===== config.mk =====
export PLATFORM = sky130hd
export DESIGN_NAME = multicycle_control_flat
export DESIGN_NICKNAME = d
export VERILOG_FILES = /design/src/rtl/multicycle_control_if.sv /design/src/rtl/multicycle_control.sv /design/src/flat_wrapper.sv
export SDC_FILE = /design/constraint.sdc
export NUM_CORES = 1
export LEC_CHECK = 0
export ABC_AREA = 1
export BUFFER_PORTS_ARGS = -buffer_cell sky130_fd_sc_hd__clkbuf_2
export CORE_UTILIZATION = 38
export CTS_CLUSTER_DIAMETER = 100
export CTS_CLUSTER_SIZE = 12
export DETAILED_ROUTE_END_ITERATION = 8
export PLACE_DENSITY = 0.74
export SYNTH_ARGS = -nofsm -noshare
export SYNTH_HDL_FRONTEND = slang
export SYNTH_SLANG_ARGS = --single-unit

===== constraint.sdc =====
create_clock -name clk -period 1.25 [get_ports clk]
set_clock_uncertainty 0.2 [all_clocks]
set_input_delay 0.1875 -clock clk [delete_from_list [all_inputs] [get_ports clk]]
set_output_delay 0.1875 -clock clk [all_outputs]
set_load 0.01 [all_outputs]

===== src/rtl/multicycle_control_if.sv =====
// multicycle_control_if: opcode/memReady in, datapath controls and debug state out of the main control unit.
interface multicycle_control_if;
   logic [5:0] opcode;
   logic       memReady;
   logic       pcWrite, pcWriteCond, iorD, memRead, memWrite, irWrite;
   logic       memToReg, regDst, regWrite, aluSrcA, illegalOp;
   logic [1:0] aluSrcB, pcSource, aluOp;
   logic [3:0] state;
   modport master (
      input  opcode, memReady,
      output pcWrite, pcWriteCond, iorD, memRead, memWrite, irWrite,
             memToReg, regDst, regWrite, aluSrcA, illegalOp,
             aluSrcB, pcSource, aluOp, state
   );
   modport slave (
      output opcode, memReady,
      input  pcWrite, pcWriteCond, iorD, memRead, memWrite, irWrite,
             memToReg, regDst, regWrite, aluSrcA, illegalOp,
             aluSrcB, pcSource, aluOp, state
   );
endinterface


===== src/rtl/multicycle_control.sv =====
// multicycle_control: multicycle MIPS main control Moore FSM; MC_MEM_WAIT_EN adds memReady stalls.
module multicycle_control (
   input logic clk,
   input logic rst,
   multicycle_control_if.master bus
);
   localparam logic [3:0] INIT = 4'd0, FETCH = 4'd1, DECODE = 4'd2, MEMADR = 4'd3,
                          MEMREAD = 4'd4, MEMWB = 4'd5, MEMWRITE = 4'd6, EXECUTE = 4'd7,
                          ALUWB = 4'd8, BRANCH = 4'd9, ADDIEXEC = 4'd10, ORIEXEC = 4'd11,
                          IMMWB = 4'd12, JUMP = 4'd13;
   localparam logic [5:0] OP_LW = 6'b100011, OP_SW = 6'b101011, OP_R = 6'b000000,
                          OP_BEQ = 6'b000100, OP_ADDI = 6'b001000, OP_ORI = 6'b001101,
                          OP_J = 6'b000010;
   logic [3:0] st, nextSt;
   logic       isStore, ready, legalOp;
`ifdef MC_MEM_WAIT_EN
   assign ready = bus.memReady;
`else
   logic unusedMemReady;
   assign unusedMemReady = bus.memReady;
   assign ready = 1'b1;
`endif
   assign legalOp = bus.opcode inside {OP_LW, OP_SW, OP_R, OP_BEQ, OP_ADDI, OP_ORI, OP_J};
   assign bus.state = st;
   // opcode is only valid in DECODE, so lw/sw is remembered for the MEMADR branch
   always_ff @(posedge clk or posedge rst) begin
      if (rst) begin
         st <= INIT;
         isStore <= 1'b0;
      end else begin
         st <= nextSt;
         if (st == DECODE) isStore <= bus.opcode == OP_SW;
      end
   end
   always_comb begin
      nextSt = FETCH;
      case (st)
         FETCH:    nextSt = ready ? DECODE : FETCH;
         DECODE:
            case (bus.opcode)
               OP_LW, OP_SW: nextSt = MEMADR;
               OP_R:         nextSt = EXECUTE;
               OP_BEQ:       nextSt = BRANCH;
               OP_ADDI:      nextSt = ADDIEXEC;
               OP_ORI:       nextSt = ORIEXEC;
               OP_J:         nextSt = JUMP;
               default:      nextSt = FETCH;
            endcase
         MEMADR:   nextSt = isStore ? MEMWRITE : MEMREAD;
         MEMREAD:  nextSt = ready ? MEMWB : MEMREAD;
         MEMWRITE: nextSt = ready ? FETCH : MEMWRITE;
         EXECUTE:  nextSt = ALUWB;
         ADDIEXEC: nextSt = IMMWB;
         ORIEXEC:  nextSt = IMMWB;
         default:  nextSt = FETCH;
      endcase
   end
   always_comb begin
      bus.pcWrite = 1'b0;
      bus.pcWriteCond = 1'b0;
      bus.iorD = 1'b0;
      bus.memRead = 1'b0;
      bus.memWrite = 1'b0;
      bus.irWrite = 1'b0;
      bus.memToReg = 1'b0;
      bus.regDst = 1'b0;
      bus.regWrite = 1'b0;
      bus.aluSrcA = 1'b0;
      bus.illegalOp = 1'b0;
      bus.aluSrcB = 2'b00;
      bus.pcSource = 2'b00;
      bus.aluOp = 2'b00;
      case (st)
         FETCH: begin
            bus.memRead = 1'b1;
            bus.irWrite = ready;
            bus.pcWrite = ready;
            bus.aluSrcB = 2'b01;
         end
         DECODE: begin
            bus.aluSrcB = 2'b11;
            bus.illegalOp = !legalOp;
         end
         MEMADR: begin
            bus.aluSrcA = 1'b1;
            bus.aluSrcB = 2'b10;
         end
         MEMREAD: begin
            bus.memRead = 1'b1;
            bus.iorD = 1'b1;
         end
         MEMWB: begin
            bus.memToReg = 1'b1;
            bus.regWrite = 1'b1;
         end
         MEMWRITE: begin
            bus.memWrite = 1'b1;
            bus.iorD = 1'b1;
         end
         EXECUTE: begin
            bus.aluSrcA = 1'b1;
            bus.aluOp = 2'b10;
         end
         ALUWB: begin
            bus.regDst = 1'b1;
            bus.regWrite = 1'b1;
         end
         BRANCH: begin
            bus.aluSrcA = 1'b1;
            bus.aluOp = 2'b01;
            bus.pcWriteCond = 1'b1;
            bus.pcSource = 2'b01;
         end
         ADDIEXEC: begin
            bus.aluSrcA = 1'b1;
            bus.aluSrcB = 2'b10;
         end
         ORIEXEC: begin
            bus.aluSrcA = 1'b1;
            bus.aluSrcB = 2'b10;
            bus.aluOp = 2'b11;
         end
         IMMWB: bus.regWrite = 1'b1;
         JUMP: begin
            bus.pcWrite = 1'b1;
            bus.pcSource = 2'b10;
         end
         default: ;
      endcase
   end
endmodule


===== src/flat_wrapper.sv =====
// flat-port wrapper written by rule: the top's interface ports become plain ports
module multicycle_control_flat 
  (clk, rst, bus_opcode, bus_memReady, bus_pcWrite, bus_pcWriteCond, bus_iorD, bus_memRead, bus_memWrite, bus_irWrite, bus_memToReg, bus_regDst, bus_regWrite, bus_aluSrcA, bus_illegalOp, bus_aluSrcB, bus_pcSource, bus_aluOp, bus_state);
  multicycle_control_if bus_i ();
  input logic clk;
  input logic rst;
  input wire logic [$bits(bus_i.opcode)-1:0] bus_opcode;
  input wire logic [$bits(bus_i.memReady)-1:0] bus_memReady;
  output wire logic [$bits(bus_i.pcWrite)-1:0] bus_pcWrite;
  output wire logic [$bits(bus_i.pcWriteCond)-1:0] bus_pcWriteCond;
  output wire logic [$bits(bus_i.iorD)-1:0] bus_iorD;
  output wire logic [$bits(bus_i.memRead)-1:0] bus_memRead;
  output wire logic [$bits(bus_i.memWrite)-1:0] bus_memWrite;
  output wire logic [$bits(bus_i.irWrite)-1:0] bus_irWrite;
  output wire logic [$bits(bus_i.memToReg)-1:0] bus_memToReg;
  output wire logic [$bits(bus_i.regDst)-1:0] bus_regDst;
  output wire logic [$bits(bus_i.regWrite)-1:0] bus_regWrite;
  output wire logic [$bits(bus_i.aluSrcA)-1:0] bus_aluSrcA;
  output wire logic [$bits(bus_i.illegalOp)-1:0] bus_illegalOp;
  output wire logic [$bits(bus_i.aluSrcB)-1:0] bus_aluSrcB;
  output wire logic [$bits(bus_i.pcSource)-1:0] bus_pcSource;
  output wire logic [$bits(bus_i.aluOp)-1:0] bus_aluOp;
  output wire logic [$bits(bus_i.state)-1:0] bus_state;
  assign bus_i.opcode = bus_opcode;
  assign bus_i.memReady = bus_memReady;
  assign bus_pcWrite = bus_i.pcWrite;
  assign bus_pcWriteCond = bus_i.pcWriteCond;
  assign bus_iorD = bus_i.iorD;
  assign bus_memRead = bus_i.memRead;
  assign bus_memWrite = bus_i.memWrite;
  assign bus_irWrite = bus_i.irWrite;
  assign bus_memToReg = bus_i.memToReg;
  assign bus_regDst = bus_i.regDst;
  assign bus_regWrite = bus_i.regWrite;
  assign bus_aluSrcA = bus_i.aluSrcA;
  assign bus_illegalOp = bus_i.illegalOp;
  assign bus_aluSrcB = bus_i.aluSrcB;
  assign bus_pcSource = bus_i.pcSource;
  assign bus_aluOp = bus_i.aluOp;
  assign bus_state = bus_i.state;
  multicycle_control u_core (.clk(clk), .rst(rst), .bus(bus_i));
endmodule

# == Word-level counts from Yosys, hierarchy flattened ==
# Index checks and enable logic that the tools add are counted.
# word_totals
out_inout_bits,21
wordCells,49
ff_bits,5
input_bits,9
# op_classes
eq_ne,19
reduce_logical,11
muxes,17
# op_table
op,count
one-hot mux 4 bit (6 select lines),2
== test 4 bit (second input constant),6
== test 4 x 3 -> 1 bit (second input constant),4
== test 6 x 4 -> 1 bit (second input constant),2
== test 6 bit (second input constant),2
one-hot mux 2 bit (3 select lines),2
two-way mux 1 bit,11
OR reduction 2 bit,5
== test 4 x 2 -> 1 bit (second input constant),2
nonzero test 7 bit,1
== test 6 x 2 -> 1 bit (second input constant),1
== test 6 x 3 -> 1 bit (second input constant),1
zero test 6 bit,1
OR reduction 3 bit,2
OR reduction 5 bit,1
== test 4 x 1 -> 1 bit (second input constant),1
one-hot mux 2 bit (2 select lines),1
two-way mux 2 bit,1
zero test 1 bit,1

# == Depth between registers and ports, before layout ==
# depth
word_depth,4
mapped_depth,8
ltp_nobuf,8

# == Least setup slack after synthesis ==
# OpenSTA, ideal clock, no wires.
# synth_timing
kind,reg2out
start,reg u_core.st[2] (netlist: u_core.bus.state[2])
end,out bus_illegalOp
required_ns,0.863
arrival_time_ns,1.109
path_stages_with_launch,6
setup_slack_ns,-0.246
path_buffers,0
path_cell_list,dfrtp_1 nor2_1 inv_2 nor2_8 nand3_1 nor3_2
# synth_between
elab_chain_cells,2
# synth_lines
item,line_no,source
"start, declared",multicycle_control.sv:14,"logic [3:0] st, nextSt;"
"start signal, assigned",multicycle_control.sv:31,st <= nextSt;
== test 4 x 2 -> 1 bit,multicycle_control.sv:73,case (st)
two-way mux 1 bit,multicycle_control.sv:73,
"end, declared",flat_wrapper.sv:19,output wire logic [$bits(bus_i.illegalOp)-1:0] bus_illegalOp;
# Every way passes these cells.

# == Worst setup path in the final report ==
# layout_timing
start,reg u_core.st[3] (netlist: u_core.bus.state[3])
end,out bus_aluSrcA
# layout_between
elab_chain_cells,3
elab_cells_between_ends,7
cone_classes,eq/ne: 5; mux: 1; reduce/logical: 1
# layout_lines
item,line_no,source
== test 4 x 2 -> 1 bit (tied with other cells),multicycle_control.sv:73,
OR reduction 5 bit (no line) *,--,
two-way mux 1 bit *,multicycle_control.sv:73,
"end, declared",flat_wrapper.sv:18,output wire logic [$bits(bus_i.aluSrcA)-1:0] bus_aluSrcA;
# Mark *: on every way between the ends. The rest lies on a longest branch, timed or not.

==> flow_summary.toml <==
[run_status]
status = "finished with violations"
violations = "negative setup slack"

[drt]
postRouteAntennaNets = 0
finalWirelength_um = 2210
wire_per_inst_um = 12.7
first_pass_iters = 4
drc_errors = 0
drt-vias-per-instance = 4.99
drt_iter0_drc = 17
vias = 869

[clock_tree]
clock_tree.root_cell = "clkbuf_4"
cts_sinks = 5
clk_latency_ns = 0.24
clock_path_buffers = 2
cts_tree = "built"
clk_pin_slew_ns = 0.04
numCtsBuffers = 3
htree_levels = 1

[synth]
synth_area_leaders = "dfrtp_1, nor2_1, nand2_1"
ys_ff_latch = 5
ys_seq_area_share_pct = 23.5
synth.avg_cell_area_um2 = 5.67
yosysWarnings = 0
syn-num-nets = 103
synth_top_area_share_pct = 23.5
synth_cell_types = 16
postSynthCellCount = 94
post-synth-top-area-cell = "dfrtp_1"
netlist_area_um2 = 533

[grt]
antenna_found_initial = 0
grt_pass1_wl_um = 2840
grt_max_degree = 8
grt_pass1_vias = 721
grt-ovfl-total = 0
grt_use_total_pct = 26.8

[die]
core_area_um2 = 1300
start_util_pct = 41.0
die-height_um = 39.5
dieArea_um2 = 1560
ios = 30
die_x_um = 39.5
fp-row-count = 13

[critical_path]
crit_fanout = 3
worstSetupEndpointType = "output port"
worstSetupPathType = "reg -> out"
cp.required_ns = 0.86
startpoint_type = "flip-flop"
arrival_ns = 1.37

[placed_design]
io_buffers = 28
gp_congestion = 0.834
place_ws_ns = -0.253
hpwl_um = 1420

[timing]
setup_viol = 26
fmax_mhz = 571
worst_slew_pin_slew_ns = 0.315
post-route-period-util_pct = 140
finalWorstSetupSlack_ns = -0.503
setup_tns_ns = -8.24
finalHoldViolCount = 0
slew_violations = 0
slew_headroom_pct = 78.9
rsz0062_at_grt = "yes"
period_needed_ns = 1.75

[power]
cellPowerDensity_nw_per_um2 = 2220
p_leak_nw = 0.657
ir_worst_vdd_mv = 1.17

[finish]
syn_to_final_growth_pct = 111
final_cell_mix = "buf_4, nand2_1, nor2_1"
num-nets-final = 169
antennaDiodeCount = 0
final_common_cell = "buf_4"
drive_gt1_share_pct = 61.0

[min_path]
holdCritPathClass = "in -> reg"

[run]
maxCapViolCount = 0
## worst paths after layout
path	cells after the start	endpoint	from	slack, ns
max reg2reg	7	u_core.bus.state[0]	u_core.bus.state[2]	-0.27
min in group asynchronous	3	u_core.isStore	rst	0.18
min	3	u_core.isStore	bus_opcode[3]	0.04
max in group asynchronous	3	u_core.bus.state[2]	rst	0.49
min reg2reg	2	u_core.bus.state[1]	u_core.isStore	0.35
max	6	bus_aluSrcA	u_core.bus.state[3]	-0.50
## where the power goes
part,internal (mW),switching (mW)
Sequential,0.228,0.105
Combinational,0.974,1.00
Clock,0.121,0.0663
Total,1.32,1.17
## flip-flops by register name (all words and copies together) (netlist names)
name,flops
u_core.isStore,1
u_core.bus.state,4
## repair_timing
item | CTS | global route
setup endpoints to repair | 26 | 26
gates resized for setup | 18 | 30
pin swaps | 4 | 5
buffers inserted | 6 | 4
hold buffers | 1 | 0
endpoints found under the hold margin | 5 | 0
## cell type report
cell class | instances | area [um^2]
timing repair buffer | 61 | 445
multi-input combinational | 72 | 437
fill | 80 | 175
sequential | 5 | 130
inverter | 17 | 68.8
clock buffer | 4 | 26.3
tap | 15 | 18.8
## kinds of logic (layout without fill, tap and decap cells)
group | after synthesis | count (layout) | share of synthesized area [%]
buffers and inverters | 17 | 82 | 12.0
flip-flops | 5 | 5 | 23.5
AO/OA/AOI/OAI | 11 | 11 | 10.6
AND/OR/NAND/NOR | 61 | 61 | 54.0
## routing by layer
| metal | track usage, % | routed length, um |
|---|---|---|
| met5 | 0 | 0 |
| met4 | 5.17 | 33 |
| met3 | 3.98 | 118 |
| met2 | 52.9 | 1190 |
| met1 | 29.3 | 869 |
## metrics by stage
step                utilization (%)  hold WS [ns]  total power [mW]  instances  instance area [um^2]
floorplan                         -        -0.234              1.04         94                   563
global placement               68.8        -0.135              1.71        160                   895
detailed placement             68.8        -0.127              1.73        160                   895
CTS                            79.5        0.0365              2.17        171                  1030
global route                   86.5        0.0532              2.67        174                  1130
finish                         86.5        0.0352              2.50        174                  1130
## critical path, stage by stage, from the launching register on
cell and delay, ns:
dfrtp_2 0.43, inv_2 0.14, nor2_4 0.06, buf_4 0.13
a21oi_2 0.16, nand2_1 0.08, clkbuf_2 0.12
## Yosys cell counts, drive strengths merged
cell    count
nor2       27
dfrtp       5
inv        17
o22ai       1
nand2      23
nand3b      1
a21oi       5
o21ai       5
or2         1
nand3       8
nor3        1
Note: power is estimated with default switching activity, not from simulation.
